--- src/rtl/hazard_ctrl_if.sv ---
// Hazard-controller bundle: pipeline hazard information in, forwarding/stall/flush controls out.
// The master side is the pipeline datapath and the slave side is the hazard controller.
interface hazard_ctrl_if #(
   parameter int CNT_W = 16
);
   logic [3:0]       RA1D, RA2D, RA1E, RA2E;
   logic [3:0]       WA3E, WA3M, WA3W;
   logic             RegWriteM, RegWriteW, MemtoRegE;
   logic             PCSrcD, PCSrcE, PCSrcM, PCSrcW, BranchTakenE;
   logic             MemReqM, MemReadyM;
   logic [1:0]       ForwardAE, ForwardBE;
   logic             StallF, StallD, StallE, StallM;
   logic             FlushD, FlushE, FlushW;
   logic             MemErr;
   logic [CNT_W-1:0] StallCount;

   modport master (
      output RA1D, RA2D, RA1E, RA2E, WA3E, WA3M, WA3W,
      output RegWriteM, RegWriteW, MemtoRegE,
      output PCSrcD, PCSrcE, PCSrcM, PCSrcW, BranchTakenE,
      output MemReqM, MemReadyM,
      input  ForwardAE, ForwardBE, StallF, StallD, StallE, StallM,
      input  FlushD, FlushE, FlushW, MemErr, StallCount
   );

   modport slave (
      input  RA1D, RA2D, RA1E, RA2E, WA3E, WA3M, WA3W,
      input  RegWriteM, RegWriteW, MemtoRegE,
      input  PCSrcD, PCSrcE, PCSrcM, PCSrcW, BranchTakenE,
      input  MemReqM, MemReadyM,
      output ForwardAE, ForwardBE, StallF, StallD, StallE, StallM,
      output FlushD, FlushE, FlushW, MemErr, StallCount
   );
endinterface

--- src/rtl/hazard_ctrl.sv ---
// Hazard and sequencing controller for a five-stage ARM pipeline: operand forwarding,
// load-use / PC-write stalls, memory-wait freeze with timeout, and a saturating stall counter.
module hazard_ctrl #(
   parameter int WAIT_LIMIT = 8,
   parameter int CNT_W      = 16
) (
   input logic         clk,
   input logic         reset,
   hazard_ctrl_if.slave hz
);
   localparam int WC_W = $clog2(WAIT_LIMIT + 1);

   typedef enum logic [1:0] {S_RUN = 2'd0, S_WAIT = 2'd1, S_ERR = 2'd2} state_t;

   state_t            state_reg, state_next;
   logic [WC_W-1:0]   wait_cnt_reg, wait_cnt_next;
   logic [CNT_W-1:0]  stall_count_reg;
   logic              ldr_stall, pc_wr_pending, mem_stall, frozen, stall_f;
   logic [3:0]        ra_e [2];
   logic [1:0]        fwd  [2];

   assign ra_e[0] = hz.RA1E;
   assign ra_e[1] = hz.RA2E;

   // Memory stage wins over writeback; R15 reads the PC path, never a forwarded value.
   generate
      for (genvar gi = 0; gi < 2; gi++) begin : g_fwd
         assign fwd[gi] = (hz.RegWriteM && ra_e[gi] == hz.WA3M && ra_e[gi] != 4'd15) ? 2'b10 :
                          (hz.RegWriteW && ra_e[gi] == hz.WA3W && ra_e[gi] != 4'd15) ? 2'b01 :
                                                                                      2'b00;
      end
   endgenerate

   assign ldr_stall     = hz.MemtoRegE & ((hz.RA1D == hz.WA3E) | (hz.RA2D == hz.WA3E));
   assign pc_wr_pending = hz.PCSrcD | hz.PCSrcE | hz.PCSrcM;
   assign mem_stall     = hz.MemReqM & ~hz.MemReadyM;
   assign frozen        = mem_stall | (state_reg == S_ERR);

   always_ff @(posedge clk or posedge reset) begin
      if (reset) begin
         state_reg    <= S_RUN;
         wait_cnt_reg <= '0;
      end else begin
         state_reg    <= state_next;
         wait_cnt_reg <= wait_cnt_next;
      end
   end

   always_comb begin
      state_next    = state_reg;
      wait_cnt_next = wait_cnt_reg;
      case (state_reg)
         S_RUN: begin
            if (mem_stall) begin
               state_next    = S_WAIT;
               wait_cnt_next = WC_W'(1);
            end
         end
         S_WAIT: begin
            if (hz.MemReadyM || !hz.MemReqM) begin
               state_next    = S_RUN;
               wait_cnt_next = '0;
            end else if (wait_cnt_reg == WC_W'(WAIT_LIMIT)) begin
               state_next = S_ERR;
            end else begin
               wait_cnt_next = wait_cnt_reg + WC_W'(1);
            end
         end
         S_ERR:   state_next = S_ERR;
         default: begin
            state_next    = S_RUN;
            wait_cnt_next = '0;
         end
      endcase
   end

   // While frozen nothing is killed: a bubble goes into W and every other hazard is ignored.
   always_comb begin
      stall_f      = 1'b0;
      hz.StallD    = 1'b0;
      hz.StallE    = 1'b0;
      hz.StallM    = 1'b0;
      hz.FlushD    = 1'b0;
      hz.FlushE    = 1'b0;
      hz.FlushW    = 1'b0;
      hz.ForwardAE = 2'b00;
      hz.ForwardBE = 2'b00;
      if (reset) begin
         hz.FlushD = 1'b1;
         hz.FlushE = 1'b1;
         hz.FlushW = 1'b1;
      end else begin
         hz.ForwardAE = fwd[0];
         hz.ForwardBE = fwd[1];
         if (frozen) begin
            stall_f   = 1'b1;
            hz.StallD = 1'b1;
            hz.StallE = 1'b1;
            hz.StallM = 1'b1;
            hz.FlushW = 1'b1;
         end else begin
            stall_f   = ldr_stall | pc_wr_pending;
            hz.StallD = ldr_stall;
            hz.FlushD = pc_wr_pending | hz.PCSrcW | hz.BranchTakenE;
            hz.FlushE = ldr_stall | hz.BranchTakenE;
         end
      end
   end

   always_ff @(posedge clk or posedge reset) begin
      if (reset) begin
         stall_count_reg <= '0;
      end else if (stall_f && stall_count_reg != '1) begin
         stall_count_reg <= stall_count_reg + CNT_W'(1);
      end
   end

   assign hz.StallF     = stall_f;
   assign hz.MemErr     = (state_reg == S_ERR);
   assign hz.StallCount = stall_count_reg;
endmodule

--- src/flat_wrapper.sv ---
// flat-port wrapper written by rule: the top's interface ports become plain ports
module hazard_ctrl_flat 
#(
   parameter int WAIT_LIMIT = 8,
   parameter int CNT_W      = 16
)
  (clk, reset, hz_RA1D, hz_RA2D, hz_RA1E, hz_RA2E, hz_WA3E, hz_WA3M, hz_WA3W, hz_RegWriteM, hz_RegWriteW, hz_MemtoRegE, hz_PCSrcD, hz_PCSrcE, hz_PCSrcM, hz_PCSrcW, hz_BranchTakenE, hz_MemReqM, hz_MemReadyM, hz_ForwardAE, hz_ForwardBE, hz_StallF, hz_StallD, hz_StallE, hz_StallM, hz_FlushD, hz_FlushE, hz_FlushW, hz_MemErr, hz_StallCount);
  hazard_ctrl_if #(.CNT_W(CNT_W)) hz_i ();
  input logic clk;
  input logic reset;
  input wire logic [$bits(hz_i.RA1D)-1:0] hz_RA1D;
  input wire logic [$bits(hz_i.RA2D)-1:0] hz_RA2D;
  input wire logic [$bits(hz_i.RA1E)-1:0] hz_RA1E;
  input wire logic [$bits(hz_i.RA2E)-1:0] hz_RA2E;
  input wire logic [$bits(hz_i.WA3E)-1:0] hz_WA3E;
  input wire logic [$bits(hz_i.WA3M)-1:0] hz_WA3M;
  input wire logic [$bits(hz_i.WA3W)-1:0] hz_WA3W;
  input wire logic [$bits(hz_i.RegWriteM)-1:0] hz_RegWriteM;
  input wire logic [$bits(hz_i.RegWriteW)-1:0] hz_RegWriteW;
  input wire logic [$bits(hz_i.MemtoRegE)-1:0] hz_MemtoRegE;
  input wire logic [$bits(hz_i.PCSrcD)-1:0] hz_PCSrcD;
  input wire logic [$bits(hz_i.PCSrcE)-1:0] hz_PCSrcE;
  input wire logic [$bits(hz_i.PCSrcM)-1:0] hz_PCSrcM;
  input wire logic [$bits(hz_i.PCSrcW)-1:0] hz_PCSrcW;
  input wire logic [$bits(hz_i.BranchTakenE)-1:0] hz_BranchTakenE;
  input wire logic [$bits(hz_i.MemReqM)-1:0] hz_MemReqM;
  input wire logic [$bits(hz_i.MemReadyM)-1:0] hz_MemReadyM;
  output wire logic [$bits(hz_i.ForwardAE)-1:0] hz_ForwardAE;
  output wire logic [$bits(hz_i.ForwardBE)-1:0] hz_ForwardBE;
  output wire logic [$bits(hz_i.StallF)-1:0] hz_StallF;
  output wire logic [$bits(hz_i.StallD)-1:0] hz_StallD;
  output wire logic [$bits(hz_i.StallE)-1:0] hz_StallE;
  output wire logic [$bits(hz_i.StallM)-1:0] hz_StallM;
  output wire logic [$bits(hz_i.FlushD)-1:0] hz_FlushD;
  output wire logic [$bits(hz_i.FlushE)-1:0] hz_FlushE;
  output wire logic [$bits(hz_i.FlushW)-1:0] hz_FlushW;
  output wire logic [$bits(hz_i.MemErr)-1:0] hz_MemErr;
  output wire logic [$bits(hz_i.StallCount)-1:0] hz_StallCount;
  assign hz_i.RA1D = hz_RA1D;
  assign hz_i.RA2D = hz_RA2D;
  assign hz_i.RA1E = hz_RA1E;
  assign hz_i.RA2E = hz_RA2E;
  assign hz_i.WA3E = hz_WA3E;
  assign hz_i.WA3M = hz_WA3M;
  assign hz_i.WA3W = hz_WA3W;
  assign hz_i.RegWriteM = hz_RegWriteM;
  assign hz_i.RegWriteW = hz_RegWriteW;
  assign hz_i.MemtoRegE = hz_MemtoRegE;
  assign hz_i.PCSrcD = hz_PCSrcD;
  assign hz_i.PCSrcE = hz_PCSrcE;
  assign hz_i.PCSrcM = hz_PCSrcM;
  assign hz_i.PCSrcW = hz_PCSrcW;
  assign hz_i.BranchTakenE = hz_BranchTakenE;
  assign hz_i.MemReqM = hz_MemReqM;
  assign hz_i.MemReadyM = hz_MemReadyM;
  assign hz_ForwardAE = hz_i.ForwardAE;
  assign hz_ForwardBE = hz_i.ForwardBE;
  assign hz_StallF = hz_i.StallF;
  assign hz_StallD = hz_i.StallD;
  assign hz_StallE = hz_i.StallE;
  assign hz_StallM = hz_i.StallM;
  assign hz_FlushD = hz_i.FlushD;
  assign hz_FlushE = hz_i.FlushE;
  assign hz_FlushW = hz_i.FlushW;
  assign hz_MemErr = hz_i.MemErr;
  assign hz_StallCount = hz_i.StallCount;
  hazard_ctrl #(.WAIT_LIMIT(WAIT_LIMIT), .CNT_W(CNT_W)) u_core (.clk(clk), .reset(reset), .hz(hz_i));
endmodule
--- config.mk ---
export PLATFORM = sky130hd
export DESIGN_NAME = hazard_ctrl_flat
export DESIGN_NICKNAME = d
export VERILOG_FILES = /design/src/rtl/hazard_ctrl_if.sv /design/src/rtl/hazard_ctrl.sv /design/src/flat_wrapper.sv
export SDC_FILE = /design/constraint.sdc
export NUM_CORES = 1
export LEC_CHECK = 0
export CAP_MARGIN = 20
export CORE_ASPECT_RATIO = 2
export CORE_MARGIN = 4
export CORE_UTILIZATION = 34
export DETAILED_ROUTE_END_ITERATION = 12
export DONT_BUFFER_PORTS = 1
export PLACE_DENSITY = 0.56
export SLEW_MARGIN = 20
export SYNTH_ARGS = -nofsm -noshare
export SYNTH_HDL_FRONTEND = slang
export SYNTH_SLANG_ARGS = --single-unit
--- constraint.sdc ---
create_clock -name clk -period 2.9 [get_ports clk]
set_clock_uncertainty 0.1 [all_clocks]
set_input_delay 0.58 -clock clk [delete_from_list [all_inputs] [get_ports clk]]
set_output_delay 0.58 -clock clk [all_outputs]
set_load 0.005 [all_outputs]
==> flow_metrics.py <==
metrics = {
    "run_status": {
        "status": "complete, no violations",
    },
    "pwr": {
        "p_sw_share_pct": 33.7,
        "p_sw_mw": 0.299,
        "powerDensity_nw_per_um2": 525,
        "leakage_nw": 0.661,
        "power.total_mw": 0.889,
        "p_seq_share_pct": 52.3,
        "p_comb_share_pct": 22.8,
        "p_int_mw": 0.590,
        "ir_drop_uv": 173,
        "p_clk_share_pct": 24.8,
    },
    "global_route": {
        "grt_start_max_net_pins": 27,
        "grt_pass1_vias": 1460,
        "gr-usage-all-layers_pct": 13.7,
        "grt_overflow": 0,
        "antenna_found_initial": 0,
        "grt_pass1_wl_um": 6500,
    },
    "job": {
        "drv_cap": 0,
    },
    "logic_synthesis": {
        "netlist_top_cells_count": "dfrtp_1, xnor2_1, nand2_1",
        "syn-cell-area_um2": 1580,
        "yosysMostFrequentCell": "dfrtp_1",
        "ys_seq_area_share_pct": 34.8,
        "synth_area_leader_cell": "dfrtp_1",
        "synthCells": 171,
        "yosysWarnings": 0,
        "synth.area.top_cells": "dfrtp_1, xnor2_1, xor2_1",
        "synth_top_area_share_pct": 34.8,
        "yosysUniqueCellTypes": 45,
        "synth_edf_count": 0,
        "avgSynthCellArea_um2": 9.25,
        "ys_async_sr_fraction_pct": 100,
        "ys_ff_latch": 22,
        "mappedNetlistNets": 214,
        "synth_flop_cell": "dfrtp_1",
    },
    "setup_path": {
        "crit_chain": "nor2b_4 -> nor3_1 -> a311o_1 -> inv_1",
        "rr_startpoint": "u_core.state_reg[0]",
        "critPathSlowestCell": "dfrtp_1",
        "crit_arrival_ps": 1660,
        "crit_family": "flip-flops",
        "cp.required_ps": 2220,
        "setup.worst_path.end_class": "output pin",
        "worst_r2r_path_depth": 6,
        "start_kind": "flop",
        "crit_type": "flop to output pin",
        "reg2reg_to": "u_core.hz.StallCount[11]",
        "regToRegSetupSlack_ps": 750,
        "crit_buf_inv": 1,
        "slowest_delay_ps": 490,
        "cp_max_fo": 9,
    },
    "floorplanning": {
        "core-area_um2": 4420,
        "die_h_um": 104,
        "initial_core_util_pct": 35.7,
        "pin_count": 68,
        "rows": 34,
        "die_area_um2": 5870,
        "die_w_um": 56.2,
    },
    "placement": {
        "dp_cells": 224,
        "dp_hpwl_um": 3280,
        "io_buffers": 0,
        "dpl_worst_slack_ps": 574,
        "gp_congestion": 0.842,
    },
    "timing": {
        "rsz0062_at_grt": "no",
        "finalSetupTns_ps": 0,
        "period_needed_ps": 2340,
        "whs_ps": 189,
        "drv_slew": 0,
        "fmax_ghz": 0.427,
        "setup_slack_ps": 557,
        "worstMarginPinSlew_ps": 615,
        "relSlewSlack_pct": 58.6,
        "finalHoldViolations": 0,
        "period_share_pct": 80.8,
        "setup_viol": 0,
    },
    "final_layout": {
        "final_cells": 228,
        "drive_above_1_share_pct": 8.62,
        "area_delta_synth_final_pct": 7.04,
        "nNetsFinal": 218,
        "antenna_cells": 0,
        "largest_reg_flops": 16,
    },
    "routing": {
        "first_pass_iters": 4,
        "vias": 1321,
        "ant_nets": 0,
        "drt_iter0_markers": 28,
        "drc": 0,
        "wl_um": 3980,
        "routedWlPerCell_um": 17.5,
        "post_drt_via_cell_ratio": 5.79,
    },
    "clock_network": {
        "clkSinkCount": 22,
        "cts_hold_buf": 0,
        "worstSkewPairLatency_ps": 260,
        "path_clk_slew_ps": 80,
        "ctsHtreeMaxLevel": 1,
        "clockBufferDepth": 2,
        "cts-buffers-inserted": 3,
        "cts-root-buf": "clkbuf_8",
        "cts_setup_buffers": 0,
        "cts_tree": "yes",
        "post_cts_resized": 0,
    },
    "min_path": {
        "hold_path.class": "input pin to asynchronous set/reset pin",
    },
}
==> through the flow <==
stage,utilization (%),cell area (um2)
2_1_floorplan,-,1580
3_3_place_gp,37.0,1640
3_5_place_dp,37.0,1640
4_1_cts,38.3,1690
5_1_grt,38.3,1690
6_report,38.3,1690
==> cell families (layout without fill, tap and decap cells) <==
kind of cell	count (synthesis)	count (layout)	synth area share [%]
xor+xnor	34	34	18.8
flops	22	22	34.8
buf+inv	9	12	3.32
fa+ha+maj	3	3	2.37
simple gates	72	72	26.1
mux	3	3	2.06
compound gates	28	28	12.5
==> power by group through the flow <==
stage	Combinational, mW	Clock [mW]	Sequential, mW
floorplan	0.174	0	0.440
global placement	0.199	0	0.471
detailed placement	0.206	0	0.474
CTS	0.207	0.228	0.468
global route	0.223	0.241	0.480
finish	0.203	0.221	0.465
==> layer usage <==
| metal | wire length, um | GRT usage [%] | vias up |
|---|---|---|---|
| li1 | - | - | 619 |
| met4 | 127 | 6.79 | 0 |
| met2 | 2150 | 25.4 | 72 |
| met1 | 1310 | 12.8 | 619 |
| met5 | 0 | 0 | - |
| met3 | 395 | 4.84 | 11 |
==> worst max path at each step <==
stage | start | to | slack, ps | cells after the start
floorplan | reset | hz_ForwardAE[0] | 530 | 4
global placement | hz_PCSrcE | hz_StallF | 600 | 4
detailed placement | hz_MemReadyM | u_core.hz.StallCount[11] | 570 | 6
CTS | u_core.state_reg[0] | hz_StallF | 530 | 4
global route | u_core.state_reg[0] | hz_StallF | 430 | 4
finish | u_core.state_reg[0] | hz_StallF | 560 | 4
==> worst register-to-register path: stages (launching register included) <==
cell     delay [ps]
dfrtp_1         490
nor2b_4         220
nor3_1           80
a311o_1         440
buf_4           200
nor3b_2         170
mux2_1          340
==> area by class of cell <==
cell class	instances	area [um2]
Clock buffer	4	55.1
Fill cell	455	2730
Inverter	5	18.8
Multi-Input combinational cell	140	978
Sequential cell	22	551
Tap cell	54	67.6
Timing Repair Buffer	3	22.5
==> cell usage in the layout, fill, tap and decap left out, types with 2 or more instances in the layout <==
cell type / instances
dfrtp_1: 22
xnor2_1: 18
nand2_1: 17
xor2_1: 16
nand3_1: 11
nor3_1: 7
o21ai_0: 7
nand4_1: 6
nor2_1: 6
a21oi_1: 5
inv_1: 5
and2_1: 4
o2111ai_1: 4
clkbuf_8: 4
and3_1: 3
nor4_1: 3
ha_1: 3
buf_4: 3
or3_1: 2
nor2b_1: 2
nand2b_1: 2
o22ai_1: 2
No activity file was read; power rests on OpenSTA's default activity.
